**config.mk**
```make
export PLATFORM = sky130hd
export DESIGN_NAME = shiftx_sched
export DESIGN_NICKNAME = d
export VERILOG_FILES = /design/src/rtl/shiftx_sched.sv
export SDC_FILE = /design/constraint.sdc
export NUM_CORES = 1
export LEC_CHECK = 0
export ABC_AREA = 1
export ABC_CLOCK_PERIOD_IN_PS = 1450
export CORE_UTILIZATION = 45
export DETAILED_ROUTE_END_ITERATION = 7
export HOLD_SLACK_MARGIN = 0.03
export PLACE_DENSITY = 0.78
export SKIP_CTS_REPAIR_TIMING = 1
export SYNTH_ARGS = -nofsm -noshare
export SYNTH_HDL_FRONTEND = slang
export SYNTH_SLANG_ARGS = --single-unit
```
**constraint.sdc**
```tcl
create_clock -name clk -period 1.45 [get_ports clk]
set_clock_uncertainty 0.05 [all_clocks]
set_input_delay 0.3625 -clock clk [delete_from_list [all_inputs] [get_ports clk]]
set_output_delay 0.3625 -clock clk [all_outputs]
set_load 0.01 [all_outputs]
```
**src/rtl/shiftx_sched.sv**
```systemverilog
// rtl/shiftx_sched.sv - round-robin scheduler for the shared shiftx cell with IFT taint tracking
module shiftx_sched #(
   parameter int WIDTH = 2,
   parameter int SHW   = 2
) (
   input  logic             clk,
   input  logic             rst_n,
   input  logic             req0_valid,
   output logic             req0_ready,
   input  logic [WIDTH-1:0] req0_a,
   input  logic [WIDTH-1:0] req0_a_t,
   input  logic [SHW-1:0]   req0_b,
   input  logic [SHW-1:0]   req0_b_t,
   input  logic             req1_valid,
   output logic             req1_ready,
   input  logic [WIDTH-1:0] req1_a,
   input  logic [WIDTH-1:0] req1_a_t,
   input  logic [SHW-1:0]   req1_b,
   input  logic [SHW-1:0]   req1_b_t,
   output logic             out_valid,
   input  logic             out_ready,
   output logic [WIDTH-1:0] out_y,
   output logic [WIDTH-1:0] out_y_t,
   output logic [WIDTH-1:0] out_xmask,
   output logic             out_id,
   output logic             busy
);

   typedef enum logic [1:0] {
      IDLE = 2'd0,
      EXEC = 2'd1,
      DONE = 2'd2
   } state_t;

   state_t           state_q;
   logic             last_q;
   logic [WIDTH-1:0] a_q;
   logic [WIDTH-1:0] a_t_q;
   logic [SHW-1:0]   b_q;
   logic [SHW-1:0]   b_t_q;
   logic             id_q;

   logic             out_valid_q;
   logic [WIDTH-1:0] out_y_q;
   logic [WIDTH-1:0] out_y_t_q;
   logic [WIDTH-1:0] out_xmask_q;
   logic             out_id_q;
   logic             busy_q;

   logic             any_valid;
   logic             grant_id;
   logic             gnt0;
   logic             gnt1;
   logic [WIDTH-1:0] sel_a;
   logic [WIDTH-1:0] sel_a_t;
   logic [SHW-1:0]   sel_b;
   logic [SHW-1:0]   sel_b_t;

   logic [WIDTH-1:0] y_d;
   logic [WIDTH-1:0] y_t_d;
   logic [WIDTH-1:0] xmask_d;

   // Round-robin pick: on contention the requester that did not win last time goes next.
   // Ready is gated by rst_n so no handshake can be seen while reset is asserted.
   always_comb begin
      any_valid = req0_valid | req1_valid;
      if (req0_valid && req1_valid) begin
         grant_id = ~last_q;
      end else begin
         grant_id = req1_valid;
      end
      gnt0    = rst_n && (state_q == IDLE) && any_valid && !grant_id;
      gnt1    = rst_n && (state_q == IDLE) && any_valid &&  grant_id;
      sel_a   = grant_id ? req1_a   : req0_a;
      sel_a_t = grant_id ? req1_a_t : req0_a_t;
      sel_b   = grant_id ? req1_b   : req0_b;
      sel_b_t = grant_id ? req1_b_t : req0_b_t;
   end

   // shiftx evaluation: result bit i reads a[i+b]; positions past the top of A are x.
   // A logical right shift never wraps, so b >= WIDTH yields all-x with y = 0.
   // Any tainted bit of the shift amount taints every result bit.
   always_comb begin
      y_d     = a_q >> b_q;
      xmask_d = ~({WIDTH{1'b1}} >> b_q);
      y_t_d   = (a_t_q >> b_q) | {WIDTH{|b_t_q}};
   end

   // Control FSM with operand latches and registered result/handshake outputs.
   always_ff @(posedge clk or negedge rst_n) begin
      if (!rst_n) begin
         state_q     <= IDLE;
         last_q      <= 1'b1;
         a_q         <= '0;
         a_t_q       <= '0;
         b_q         <= '0;
         b_t_q       <= '0;
         id_q        <= 1'b0;
         out_valid_q <= 1'b0;
         out_y_q     <= '0;
         out_y_t_q   <= '0;
         out_xmask_q <= '0;
         out_id_q    <= 1'b0;
         busy_q      <= 1'b0;
      end else begin
         case (state_q)
            IDLE: begin
               if (gnt0 || gnt1) begin
                  a_q     <= sel_a;
                  a_t_q   <= sel_a_t;
                  b_q     <= sel_b;
                  b_t_q   <= sel_b_t;
                  id_q    <= grant_id;
                  last_q  <= grant_id;
                  busy_q  <= 1'b1;
                  state_q <= EXEC;
               end
            end
            EXEC: begin
               out_y_q     <= y_d;
               out_y_t_q   <= y_t_d;
               out_xmask_q <= xmask_d;
               out_id_q    <= id_q;
               out_valid_q <= 1'b1;
               state_q     <= DONE;
            end
            DONE: begin
               if (out_ready) begin
                  out_valid_q <= 1'b0;
                  busy_q      <= 1'b0;
                  state_q     <= IDLE;
               end
            end
            default: begin
               out_valid_q <= 1'b0;
               busy_q      <= 1'b0;
               state_q     <= IDLE;
            end
         endcase
      end
   end

   assign req0_ready = gnt0;
   assign req1_ready = gnt1;
   assign out_valid  = out_valid_q;
   assign out_y      = out_y_q;
   assign out_y_t    = out_y_t_q;
   assign out_xmask  = out_xmask_q;
   assign out_id     = out_id_q;
   assign busy       = busy_q;

endmodule

```
=== After elaboration in Yosys (flattened, before gate mapping) ===
Cells that the tools add are included.

* Shift-type cells: 3
* Bitwise logic cells: 6
* Equality and inequality tests: 4
* Reduce and logical (&&, ||, !) cells: 13
* Muxes and demuxes: 12

{| class="wikitable"
|+ Operators by type and width
! cell !! number
|-
| two-way mux 2 bit || 6
|-
| case mux 1 bit (3 select lines) || 2
|-
| case mux 2 bit (3 select lines) || 1
|-
| AND reduction 2 bit || 3
|-
| logical AND 1 bit || 5
|-
| >> shifter 2 x 2 -> 2 bit || 2
|-
| two-way mux 1 bit || 3
|-
| inverter 1 bit || 3
|-
| AND reduction 3 bit || 1
|-
| equality test 2 x 1 -> 1 bit (second input constant) || 1
|-
| equality test 2 bit (second input constant) || 1
|-
| logical NOT 2 bit || 1
|-
| inequality test 2 x 1 -> 1 bit (second input constant) || 1
|-
| inequality test 2 bit (second input constant) || 1
|-
| inverter 2 bit || 1
|-
| bitwise OR 2 bit || 1
|-
| OR reduction 2 bit || 1
|-
| >> shifter 2 x 2 -> 2 bit (first input constant) || 1
|-
| logical NOT 1 bit || 1
|-
| logical OR 1 bit || 1
|-
| bitwise OR 1 bit || 1
|}

* Input bits: 21
* Word-level logic and storage cells: 51
* Output and inout bits: 11
* Flip-flop bits (word level): 21

=== Logic depth before layout (Yosys ltp) ===
Gate-level depths: netlist of the first run.

* Word-level depth: 7
* Mapped depth: 7
* Depth with buffers taken out: 6

=== Worst setup path before layout of the first run ===
No wires, ideal clock.

* Kind: reg-to-output
* Start point: register state_q[1]
* End point: output req0_ready
* Data required time: 1.038 ns
* Cell stages (with the launch flop): 5
* Arrival: 0.997 ns
* Buffers on the path: 1
* Path slack: 0.040 ns
* Path through: dfrtp_1 > nor2_2 > nand3_2 > buf_6 > nor2_1

* Cells in the longest elaborated chain, start to end: 4

{| class="wikitable"
|+ Ends and longest elaborated chain
! item !! line !! RTL
|-
| start: declaration || 35 || <nowiki>state_t state_q;</nowiki>
|-
| start signal: assignment || 92 || <nowiki>state_q <= IDLE;</nowiki>
|-
| start signal: assignment || 116 || <nowiki>state_q <= EXEC;</nowiki>
|-
| start signal: assignment || 125 || <nowiki>state_q <= DONE;</nowiki>
|-
| logical NOT 2 bit || 72 || <nowiki>gnt0 = rst_n && (state_q == IDLE) && any_valid && !grant_id;</nowiki>
|-
| logical AND 1 bit (3 in a row) || 72 ||
|-
| end: declaration || 9 || <nowiki>output logic req0_ready,</nowiki>
|}

Every way passes these cells.

=== Worst setup path after layout of the first run ===
* Start point: register last_q
* End point: output req0_ready

* Cells in the longest elaborated chain, start to end: 4

{| class="wikitable"
|+ Ends and longest elaborated chain
! item !! line !! RTL
|-
| start: declaration || 36 || <nowiki>logic last_q;</nowiki>
|-
| start signal: assignment || 114 || <nowiki>last_q <= grant_id;</nowiki>
|-
| inverter 1 bit || 68 || <nowiki>grant_id = ~last_q;</nowiki>
|-
| two-way mux 1 bit || 67 || <nowiki>if (req0_valid && req1_valid) begin</nowiki>
|-
| logical NOT 1 bit || 72 ||
|-
| logical AND 1 bit || 72 ||
|}

Every way passes these cells.

==> results of run 1 <==
## power groups by stage
stage	Clock (mW)	Sequential, mW	Combinational [mW]
final	0.264	0.987	0.919
after global routing	0.296	1.02	1.03
after CTS	0.276	0.987	0.951
after detailed placement	0	0.997	0.949
after global placement	0	0.978	0.922
after floorplan	0	1.03	0.445
## path summary, 6_finish.rpt
kind	end	depth (start not counted)	slack [ns]	start
setup / recovery	req0_ready	5	-0.22	last_q
hold / removal	last_q	1	0.07	rst_n
setup reg to reg	b_t_q[1]	8	0.17	last_q
hold reg to reg	last_q	2	0.43	last_q
max in group asynchronous	b_t_q[1]	2	1.01	rst_n
min in group clk	last_q	2	0.43	last_q
## final cells by class
class	instances	area (um^2)	share of cell area [%]
flip-flops and latches	21	527	36.0
multi-input cells	94	427	29.1
repair buffers	41	405	27.7
inverters	12	45.0	3.07
well taps	27	33.8	2.31
clock buffers	3	22.5	1.54
clock inverters	1	5.00	0.342
## Yosys cell counts
master    number
nand2_2        3
dfrtp_1       20
nor2_2         1
nand2_1       60
nand3b_1       1
dfstp_2        1
o21a_1         1
nand3_1       10
nor2_4         3
buf_6          2
nor2_1         8
a21oi_1        1
inv_1         12
o21ai_0        5
nand3_2        1
## state kept, by name (all words and copies together) (netlist names)
| register | cells |
|---|---|
| a_q | 2 |
| a_t_q | 2 |
| b_q | 2 |
| b_t_q | 2 |
| busy | 1 |
| id_q | 1 |
| last_q | 1 |
| out_id | 1 |
| out_valid | 1 |
| out_xmask | 2 |
| out_y | 2 |
| out_y_t | 2 |
| state_q | 2 |
## metrics by stage
| stage | hold WS (ns) | setup TNS (ns) | cells |
|---|---|---|---|
| after CTS | 0.431 | -2.98 | 198 |
| after floorplan | 0.0169 | 0 | 129 |
| after detailed placement | 0.417 | -2.96 | 194 |
| final | 0.0727 | -0.380 | 199 |
| after global routing | 0.0819 | -0.512 | 199 |
| after global placement | 0.404 | -2.58 | 194 |
## critical path, stage by stage, from the launching register on
cell	delay, ns
dfstp_2	0.56
nand2_2	0.06
nand2_2	0.08
inv_2	0.04
nor2_2	0.08
buf_2	0.14
## kinds of logic (layout without fill, tap and decap cells)
kind of cell / count (synthesis) / in the layout / synth area share, %
flip-flops: 21 / 21 / 52.0
AND/OR/NAND/NOR: 87 / 87 / 37.7
AO/OA/AOI/OAI: 7 / 7 / 3.70
buffers and inverters: 14 / 57 / 6.67
## layer usage
| metal | part of all wire [%] | wire length [um] |
|---|---|---|
| met1 | 39 | 820 |
| met2 | 55 | 1150 |
| met3 | 5.0 | 104 |
| met4 | 1.4 | 29 |
| met5 | 0 | 0 |
## placed cells by master, fill, tap and decap left out
cell             count
buf_4               10
dlymetal6s2s_1      12
inv_2                1
nand2_1             60
o21ai_0              5
inv_1               11
o21a_1               1
dfstp_2              1
a21oi_1              1
nand3_2              1
nand3b_1             1
clkdlybuf4s50_1     17
nand2_2              3
nor2_1               7
clkbuf_4             3
nand3_1             10
nor2_4               4
clkinv_2             1
dfrtp_1             20
buf_2                2
nor2_2               1
==> impl_metrics.tcl, run 1 <==
set metrics [dict create \
    outcome "complete, but fails checks" \
    violations "setup timing" \
    critPathLaunchType "flop" \
    dpl_cell_area_um2 1400 \
    cts_max_level 1 \
    design_area_um2 1470 \
    combPwrFrac_pct 42.4 \
    fin_nets 194 \
    io_buffer_count 31 \
    use_met3_pct 3.09 \
    grt_usage_pct 18.3 \
    core_um2 2040 \
    fill_cells 179 \
    synth.distinct_cells 15 \
    grt_pass1_wl_um 3380 \
    synth_top_area_share_pct 49.4 \
    fin_crit_ns 1.67 \
    synth_largest_area_cell "dfrtp_1" \
    antenna_left 0 \
    antenna_found_initial 0 \
    p_total_mw 2.17 \
    cts_tree "yes" \
    hp-class "in -> async" \
    drtIter0Drc 16 \
    maxSlewHeadroom_pct 84.0 \
    grt_pass1_vias 891 \
    cp.arrival_ns 1.26 \
    synth_fp_nets 150 \
    grt.busiest_layer "met2" \
    place_congestion 0.806 \
    drt-pass1-iter-count 3 \
    switching_power_mw 0.776 \
    fmax_ghz 0.599 \
    met2_usage_pct 34.5 \
    syn_area_um2 1010 \
    routed_wirelength_um 2100 \
    final-setup-viol-count 2 \
    period_share_pct 115 \
    rows 16 \
    die-width_um 49.5 \
    p_per_area_nw_per_um2 1480 \
    synthCells 129 \
    initial_utilization_pct 49.6 \
    areaGrowthSynthToFinish_pct 44.6 \
    required_ns 1.04 \
    cts.path.max_buffers 2 \
    power_leakage_nw 0.851 \
    die_h_um 49.5 \
    vias 941 \
    cts_made_buffers 3 \
    fin_util_pct 71.8 \
    dpl.hpwl_um 1670 \
    intPower_mw 1.39 \
    yosys_warnings 0 \
    insertion_delay_ns 0.29 \
    final_layout_size_suffix_gt1_share_pct 15.7 \
    ir_worst_vdd_v 0.000796 \
    design.portCount 32 \
    grt_max_degree 21 \
    vias_per_cell 4.73 \
    crit_type "reg -> out" \
    avgSynthCellArea_um2 7.86 \
    grt_use_met1_pct 19.4 \
    insertedDiodeCount 0 \
    setup_ws_ns -0.219 \
    cts-root-buf "clkbuf_4" \
    rsz0062_at_grt "true" \
    end_kind "output port" \
    ys_seq_elements 21 \
    place_ws_ns -0.746 \
    report.final.slew_viol_count 0 \
    pwr-share-clk_pct 12.2 \
    worst_pin_slew_ns 0.241 \
    clk_pin_slew_ns 0.10 \
    switching_share_pct 35.8 \
    fp.dieArea_um2 2450 \
    seq_power_share_pct 45.5 \
    yosysSeqAreaShare_pct 52.0 \
    yosys-top-cells-area "dfrtp_1 (49%), nand2_1 (22%), nand3_1 (4.9%)" \
    grt_overflow 0 \
    post-route-drc-count 0 \
    hold_viol_final 0 \
    cts_sinks 21 \
    crit_fanout 3 \
    wl_per_cell_um 10.6 \
    cap_violations 0 \
]
No activity file was read; power rests on OpenSTA's default activity.
==> inputs of run 2 (changes only) <==
--- a/config.mk
+++ b/config.mk
@@ -12,6 +12,7 @@
 export HOLD_SLACK_MARGIN = 0.03
 export PLACE_DENSITY = 0.78
 export SKIP_CTS_REPAIR_TIMING = 1
+export SLEW_MARGIN = 20
 export SYNTH_ARGS = -nofsm -noshare
 export SYNTH_HDL_FRONTEND = slang
 export SYNTH_SLANG_ARGS = --single-unit
==> results of run 2 <==
Final layout, timing and power as in run 1 (identical DEF).
